--- src/rtl/spi_pkg.sv ---
// Shared types and defaults for the SPI master slice.
package spi_pkg;

  typedef enum logic [1:0] {
    IDLE     = 2'd0,
    TRANSFER = 2'd1,
    TRAIL    = 2'd2
  } state_t;

  localparam int unsigned CLK_DIV_DEFAULT = 4;
  localparam int unsigned DATA_W_DEFAULT  = 8;

endpackage

--- src/rtl/spi_half_timer.sv ---
// Emits a one-cycle tick every CLK_DIV clk cycles while enabled; held cleared when disabled.
module spi_half_timer #(
  parameter int unsigned CLK_DIV = 4
) (
  input  logic clk,
  input  logic reset,
  input  logic en,
  output logic tick
);

  localparam int unsigned CNT_W = $clog2(CLK_DIV + 1);

  logic [CNT_W-1:0] cnt;

  assign tick = en && (cnt == CNT_W'(CLK_DIV - 1));

  // NOTE: sequential state is written with non-blocking assignments so every
  // flop samples pre-edge values, regardless of statement order.
  always_ff @(posedge clk) begin
    if (reset || !en) begin
      cnt <= '0;
    end else if (tick) begin
      cnt <= '0;
    end else begin
      cnt <= cnt + 1'b1;
    end
  end

endmodule

--- src/rtl/spi_master.sv ---
// Mode-0 SPI master: one byte per start_tx, MSB first, with a one-half-period CS hold tail.
module spi_master
  import spi_pkg::*;
#(
  parameter int unsigned CLK_DIV = CLK_DIV_DEFAULT,
  parameter int unsigned DATA_W  = DATA_W_DEFAULT
) (
  input  logic              clk,
  input  logic              reset,
  input  logic [DATA_W-1:0] tx_data,
  input  logic              start_tx,
  input  logic              miso,
  output logic              spi_clk,
  output logic              mosi,
  output logic              cs,
  output logic              tx_done,
  output logic [DATA_W-1:0] rx_data,
  output logic              busy
);

  localparam int unsigned BIT_W = $clog2(DATA_W);

  state_t            state, state_next;
  logic              tick;
  logic              sclk_q;
  logic              done_q;
  logic [DATA_W-1:0] tx_shift;
  logic [DATA_W-1:0] rx_shift;
  logic [DATA_W-1:0] rx_q;
  logic [BIT_W-1:0]  bit_cnt;

  logic accept, rise, fall, last_fall, done_next;

  spi_half_timer #(.CLK_DIV(CLK_DIV)) u_half_timer (
    .clk   (clk),
    .reset (reset),
    .en    (state != IDLE),
    .tick  (tick)
  );

  always_ff @(posedge clk) begin
    if (reset) state <= IDLE;
    else       state <= state_next;
  end

  // NOTE: every signal written here gets a default first, so no path can
  // leave a value unassigned and infer a latch.
  always_comb begin
    state_next = state;
    accept     = 1'b0;
    rise       = 1'b0;
    fall       = 1'b0;
    last_fall  = 1'b0;
    done_next  = 1'b0;
    case (state)
      IDLE: begin
        if (start_tx) begin
          accept     = 1'b1;
          state_next = TRANSFER;
        end
      end
      TRANSFER: begin
        if (tick) begin
          if (!sclk_q) begin
            rise = 1'b1;
          end else begin
            fall = 1'b1;
            if (bit_cnt == BIT_W'(DATA_W - 1)) begin
              last_fall  = 1'b1;
              state_next = TRAIL;
            end
          end
        end
      end
      TRAIL: begin
        if (tick) begin
          done_next  = 1'b1;
          state_next = IDLE;
        end
      end
      default: state_next = IDLE;
    endcase
  end

  // The final falling edge leaves tx_shift alone; the FSM moves to TRAIL instead.
  always_ff @(posedge clk) begin
    if (reset) begin
      sclk_q   <= 1'b0;
      done_q   <= 1'b0;
      tx_shift <= '0;
      rx_shift <= '0;
      rx_q     <= '0;
      bit_cnt  <= '0;
    end else begin
      done_q <= done_next;
      if (accept) begin
        tx_shift <= tx_data;
        rx_shift <= '0;
        bit_cnt  <= '0;
        sclk_q   <= 1'b0;
      end
      if (rise) begin
        sclk_q   <= 1'b1;
        rx_shift <= {rx_shift[DATA_W-2:0], miso};
      end
      if (fall) begin
        sclk_q <= 1'b0;
        if (!last_fall) begin
          tx_shift <= {tx_shift[DATA_W-2:0], 1'b0};
          bit_cnt  <= bit_cnt + 1'b1;
        end
      end
      if (done_next) rx_q <= rx_shift;
    end
  end

  assign cs      = (state == IDLE);
  assign busy    = (state != IDLE);
  assign spi_clk = sclk_q;
  assign mosi    = (state != IDLE) && tx_shift[DATA_W-1];
  assign tx_done = done_q;
  assign rx_data = rx_q;

endmodule

--- config.mk ---
export PLATFORM = sky130hd
export DESIGN_NAME = spi_master
export DESIGN_NICKNAME = d
export VERILOG_FILES = /design/src/rtl/spi_pkg.sv /design/src/rtl/spi_half_timer.sv /design/src/rtl/spi_master.sv
export SDC_FILE = /design/constraint.sdc
export NUM_CORES = 1
export LEC_CHECK = 0
export CORE_ASPECT_RATIO = 1.4
export CORE_MARGIN = 4
export CORE_UTILIZATION = 38
export DETAILED_ROUTE_END_ITERATION = 10
export GPL_TIMING_DRIVEN = 0
export PLACE_DENSITY = 0.71
export SYNTH_ARGS = -nofsm -noshare
export SYNTH_HDL_FRONTEND = slang
export SYNTH_HIERARCHICAL = 1
export SYNTH_SLANG_ARGS = --single-unit
--- constraint.sdc ---
create_clock -name clk -period 5.2 [get_ports clk]
set_clock_uncertainty 0.2 [all_clocks]
set_input_delay 1.04 -clock clk [delete_from_list [all_inputs] [get_ports clk]]
set_output_delay 1.04 -clock clk [all_outputs]
set_load 0.005 [all_outputs]
==> out/qor.yml, run 1 <==
global_route:
  track_usage_pct: 13.19
  grt_pass1_vias: 1132
  overflow: 0
  grt_max_degree: 11
  grt_pass1_wl_mm: 4.947
  antenna_found_initial: 0
timing:
  hold_viol: 0
  finalSetupViolCount: 0
  setup_slack_ps: 2336
  period_share_pct: 55.07
  rsz0062_at_grt: "no"
  final.setup.tns_ps: 0
  tightest_slew_ps: 515.8
  max_freq_ghz: 0.3492
  drv_slew: 0
  min_period_ps: 2864
  relSlewSlack_pct: 65.61
worst_setup_path:
  start_kind: "flip-flop"
  cp_cell_sequence: "buf_6 > nor2_1 > inv_1 > and2_1 > clkdlybuf4s50_1"
  regToRegSetupSlack_ps: 3260
  r2r-start: "state[1]"
  critPathMaxFanout: 10
  required_ps: 3960
  reg2regPathDepth: 7
  r2r_end: "tx_shift[7]"
  path_class: "flip-flop to primary output"
  cp_slowest_cell: "clkdlybuf4s50_1"
  critical_path_arrival_ps: 1620
  critPathCaptureType: "primary output"
  path_delay_family: "buffers and inverters"
  cp_num_buf_inv: 3
  max_stage_delay_ps: 500
clocking:
  cts.sinks: 34
  clockBufferDepth: 2
  cts-root-buf: "clkbuf_8"
  cts_tree: "built"
  cts_buffers: 5
  cts_setup_buffers: 0
  cts_resized: 0
  ctsHoldBuffers: 0
  clk_pin_slew_ps: 70
  clk_latency_ps: 290
  htree_levels: 2
worst_hold_path:
  hp-class: "flip-flop to flip-flop"
  hold_path_end: "u_half_timer/cnt[0]"
  min_from: "u_half_timer/cnt[0]"
  hold_depth: 1
placed_design:
  dp_hpwl_mm: 2.109
  portBuffers: 24
  place_area_um2: 1777
  gp_congestion: 0.7267
  pre_cts_ws_ps: 2468
run_status:
  run_status: "finished clean"
power:
  power.switching_mw: 0.1131
  sequentialPowerShare_pct: 53.1
  p_total_mw: 0.5038
  combPwrFrac_pct: 7.1
  clkPwrFrac_pct: 39.8
  p_leak_nw: 0.7150
  netSwitchingFraction_pct: 22.44
  power.internal_mw: 0.3907
  p_per_area_nw_per_um2: 269.7
  ir_drop_uv: 184.7
cells_and_area:
  final_cell_mix: "dfxtp_1 (34), nand2_1 (26), clkdlybuf4s50_1 (24)"
  nNetsFinal: 207
  area_growth_pct: 25.89
  fillers: 366
  final_common_cell: "dfxtp_1"
  layout-drive-gt1-share_pct: 10.94
  diodes: 0
  design_area_um2: 1868
  fin_util_pct: 50.37
flow_run:
  maxCapViolations: 0
routing:
  first_pass_iters: 4
  detail-route-antenna-nets: 0
  vias: 1222
  vias_per_cell: 5.222
  routed_wirelength_mm: 2.987
  drc: 0
  drtIter0Drc: 36
  wl_per_cell_um: 12.76
floorplanning:
  die_area_um2: 4983
  dieWidth_um: 60.82
  num_rows: 26
  ioPinCount: 25
  die_y_um: 81.94
  core-area_um2: 3709
  start_util_pct: 40.01
logic_synthesis:
  synth-seq-area-share_pct: 45.87
  synth_mux_area_share_pct: 5.396
  synth_xor_area_share_pct: 0
  syn_nets: 176
  synth_top_family_by_area: "simple AND/OR/NAND/NOR gates"
  avgSynthCellArea_um2: 9.275
  ys_ff_latch: 34
  synth-compound-area-share_pct: 12.39
  yosys_warnings: 6
  syn-cell-area_um2: 1484
  synthCells: 160
  ys_types: 35
  yosys.area_share.simple_pct: 26.81
  synth_adder_area_share_pct: 3.373
## synthesized netlist by cell type, drive strengths merged
cell / number / share of area, %
nand3: 10 / 3.4
o21ai: 1 / 0.34
nand4bb: 1 / 0.76
inv: 2 / 0.51
mux2i: 8 / 5.4
a21oi: 12 / 4.0
clkbuf: 5 / 1.3
nand3b: 2 / 1.0
nand2: 26 / 6.6
nor3: 7 / 2.4
buf: 7 / 4.4
a221oi: 1 / 0.59
or3b: 1 / 0.59
dfxtp: 34 / 46
nor3b: 3 / 2.3
nand4: 1 / 0.42
a311oi: 7 / 4.1
or3: 1 / 0.42
and2b: 1 / 0.51
o211ai: 3 / 2.2
ha: 4 / 3.4
o21bai: 1 / 0.51
nand2b: 2 / 0.84
and4bb: 2 / 1.7
nor2: 11 / 2.8
and2: 2 / 0.93
o22a: 1 / 0.59
and3b: 1 / 0.67
nor2b: 1 / 0.42
nor4b: 2 / 1.2
## area by class of cell
type	instances	area (µm²)	area share [%]
clock buffer	7	86.33	4.622
tap	42	52.55	2.813
clock inverter	1	5.005	0.2679
buffer	12	83.83	4.488
timing repair buffer	24	240.2	12.86
sequential	34	680.7	36.44
multi-input combinational	112	711.9	38.11
inverter	2	7.507	0.4019
## stage by stage
stage / hold slack [ps] / cells
after detailed placement: 222.0 / 226
final: 226.8 / 234
after floorplan: 204.6 / 160
after CTS: 231.4 / 234
after global placement: 226.9 / 226
after global routing: 250.6 / 234
## worst register-to-register path, stage by stage (launching register included)
cell and delay, ps:
dfxtp_1 370, buf_6 150, nor2_1 60, inv_1 120
and2_2 260, and3b_2 240, nand2_1 180, a311oi_1 270
## state kept, by name, summed over array words and instances, names as in the netlist
signal / flops
rx_shift: 8
bit_cnt: 3
tx_done: 1
tx_shift: 8
spi_clk: 1
state: 2
rx_data: 8
u_half_timer/cnt: 3
## how the worst max path moves through the flow
stage / cells past startpoint / startpoint / to
2_1_floorplan: 5 / start_tx / bit_cnt[1]
5_1_grt: 5 / state[0] / mosi
4_1_cts: 5 / state[1] / mosi
6_report: 5 / state[1] / mosi
3_3_place_gp: 6 / start_tx / rx_shift[6]
3_5_place_dp: 6 / start_tx / bit_cnt[1]
## logic make-up after synthesis
logic type | Yosys count
adder cells (fa/ha/maj) | 4
multiplexers | 8
AO/OA/AOI/OAI | 26
buffers and inverters | 14
flip-flops | 34
AND/OR/NAND/NOR | 74
## power by group through the flow
stage               sequential, mW  combinational, mW  clock, mW
global route                 0.268             0.0399      0.215
CTS                          0.267             0.0363      0.206
floorplan                    0.273             0.0195          0
detailed placement           0.273             0.0360          0
global placement             0.273             0.0357          0
finish                       0.267             0.0357      0.201
## metal layers
metal,wire [µm],up-vias,track usage (%),share of wire [%]
li1,-,630,-,-
met4,78,0,7.809,2.6
met3,127,7,3.302,4.3
met5,0,-,0,0
met2,1476,24,21.84,49
met1,1304,561,14.91,44
No activity file was read; power rests on OpenSTA's default activity.
==> run 2: changes to the inputs <==
==> constraint.sdc (replaced) <==
create_clock -name clk -period 2.8 [get_ports clk]
set_clock_uncertainty 0.2 [all_clocks]
set_input_delay 0.56 -clock clk [delete_from_list [all_inputs] [get_ports clk]]
set_output_delay 0.56 -clock clk [all_outputs]
set_load 0.005 [all_outputs]
==> results of run 2 <==
The final DEF is identical to that of run 1. Status: finished clean.
Main changes from that run: setup slack after placement 2468 ps -> 548.2 ps; setup slack after layout 2336 ps -> 416.3 ps; register-to-register setup slack 3260 ps -> 860 ps; total power 0.5038 mW -> 0.9356 mW; worst IR drop on VDD 184.7 µV -> 342.9 µV
==> variant, RTL diff (config.mk and constraints of run 2) <==
Re-encode `state_t` (3 states) as one-hot, 3 bits wide.
--- a/src/rtl/spi_pkg.sv
+++ b/src/rtl/spi_pkg.sv
@@ -1,10 +1,10 @@
 // Shared types and defaults for the SPI master slice.
 package spi_pkg;
 
-  typedef enum logic [1:0] {
-    IDLE     = 2'd0,
-    TRANSFER = 2'd1,
-    TRAIL    = 2'd2
+  typedef enum logic [2:0] {
+    IDLE     = 3'b001,
+    TRANSFER = 3'b010,
+    TRAIL    = 3'b100
   } state_t;
 
   localparam int unsigned CLK_DIV_DEFAULT = 4;
Formal check against the unedited RTL: no difference found for any inputs over 10 cycles, from zero or initial values and one cycle with reset high; not proved beyond that.
==> variant against run 2 <==
Sequential share of layout area fell by 0.63 points. Synthesized area rose by 4.5%. Total power rose by 15%. Final area rose by 4.8%. Critical path depth did not move. Highest routed layer unchanged. Sequential cell count rose by 1. Routed wire length rose by 3.9%. Worst setup slack got worse by 0.11 ns.
==> variant: results (changes against run 2) <==
| Metric | Value |
|---|---|
| DRT iter0 DRCs | 24 (was 36) |
| First-pass GRT wire length | 5395 µm (was 4947 µm) |
| Reg2Reg Setup Slack | 0.60 ns (was 0.86 ns) |
| Sequential power share | 48.4% (was 53.1%) |
| Final RePlAce weighted congestion | 0.8020 (was 0.7267) |
| Reg-to-reg endpoint | tx_shift[6] (was tx_shift[7]) |
| Antenna violations before repair | 0 (unchanged) |
| Largest net degree at the start of global routing | 13 (was 11) |
| Switching fraction of total power | 22.78% (was 22.44%) |
| Most instantiated cells after synthesis | dfxtp_1, a21oi_1, nand2_1 (was dfxtp_1, nand2_1, a21oi_1) |
| Placement Cell Area | 1844 µm² (was 1777 µm²) |
| H-tree lvl count | 2 (unchanged) |
| Layout cells sized above 1 | 10.40% (was 10.94%) |
| Post-Layout Inst Area | 1957 µm² (was 1868 µm²) |
| Peak supply drop | 0.4252 mV (was 0.3429 mV) |
| Post-Route WL | 3104 µm (was 2987 µm) |
| Dpl ws | 0.5885 ns (was 0.5482 ns) |
| Status | complete, no violations (unchanged) |
| Post-Syn Nets | 186 (was 176) |
| WL per Instance | 12.67 µm (was 12.76 µm) |
| DR vias | 1,320 (was 1,222) |
| P_comb | 106 µW (was 66.3 µW) |
| Root buffer cell | clkbuf_8 (unchanged) |
| LEAKAGE | 0.6970 nW (was 0.7150 nW) |
| Period utilization | 89.19% (was 85.13%) |
| PostCTS Resize Cnt | 0 (unchanged) |
| Final nets | 217 (was 207) |
| Estimated wirelength of the detail-placed design | 2238 µm (was 2109 µm) |
| I/O Buffers | 24 (unchanged) |
| R2R cell count | 9 (was 7) |
| Worst path arrival time | 1.74 ns (was 1.62 ns) |
| Synth unique cells | 32 (was 35) |
| CP Max Fanout | 10 (unchanged) |
| Primary FF master, synth | dfxtp_1 (unchanged) |
| Cells after DPL | 237 (was 226) |
| Cells after synthesis | 170 (was 160) |
| Worst rel slew slack | 70.06% (was 65.61%) |
| Clk buf depth | 2 (unchanged) |
| Setup Buffers After CTS | 0 (unchanged) |
| End of the critical path | mosi (unchanged) |
| Fillers | 411 (was 366) |
| Synth Warn # | 6 (unchanged) |
| Combinational Power Share | 9.8% (was 7.1%) |
| Main area contributors after synthesis | dfxtp_1, a21oi_1, o211ai_1, mux2i_1, nand2_1 (was dfxtp_1, nand2_1, mux2i_1, a311oi_1, a21oi_1) |
| GRT Overall Usage | 13.56% (was 13.19%) |
| Sequential area share after synthesis | 45.20% (was 45.87%) |
| TritonCTS clock tree | yes (unchanged) |
[variant: cell types whose count changed after synthesis, sizes merged, moves of 2 or more]
cell     change
a21oi       +15
nor2         -9
o211ai       +9
nand2        -8
a311oi       -7
o31ai        +7
nor3         -6
a211oi       +2
buf          +2
nand4bb      +2
nor3b        -2
[variant: cell families (layout without fill, tap and decap cells)]
family / Yosys count / in the layout / synth area share, %
buf+inv: 19 / 51 / 5.649
xor+xnor: 1 / 1 / 0.5651
compound gates: 51 / 51 / 20.10
fa+ha+maj: 4 / 4 / 3.229
mux: 8 / 8 / 5.246
simple gates: 52 / 52 / 20.02
flops: 35 / 35 / 45.20
[variant: area by class of cell]
cell class / instances / area share (%)
multi-input combinational: 116 / 38.94
clock inverter: 3 / 2.238
inverter: 4 / 0.7673
sequential: 35 / 35.81
clock buffer: 5 / 3.517
buffer: 15 / 3.708
timing repair buffer: 24 / 12.28
tap: 43 / 2.749
[variant: metal layers]
layer,wire length (µm),up-vias,global-route usage (%)
met2,1549,28,21.98
met5,0,-,0
met3,136,8,3.560
met1,1347,602,15.37
li1,-,682,-
met4,71,0,7.336
[variant: critical path, cell delays in order, from the launching register on]
cell and delay, ns:
dfxtp_1 0.37, buf_2 0.22, nor2_1 0.07, nand2_1 0.15
and2_1 0.15, clkdlybuf4s50_1 0.49
[variant: how the worst min path moves through the flow]
stage	end	startpoint	slack, ns
after floorplan	u_half_timer/cnt[0]	u_half_timer/cnt[0]	0.20
after global placement	u_half_timer/cnt[0]	u_half_timer/cnt[0]	0.23
after detailed placement	u_half_timer/cnt[0]	u_half_timer/cnt[0]	0.23
after CTS	u_half_timer/cnt[0]	u_half_timer/cnt[0]	0.25
after global routing	u_half_timer/cnt[0]	u_half_timer/cnt[0]	0.25
final	u_half_timer/cnt[0]	u_half_timer/cnt[0]	0.24
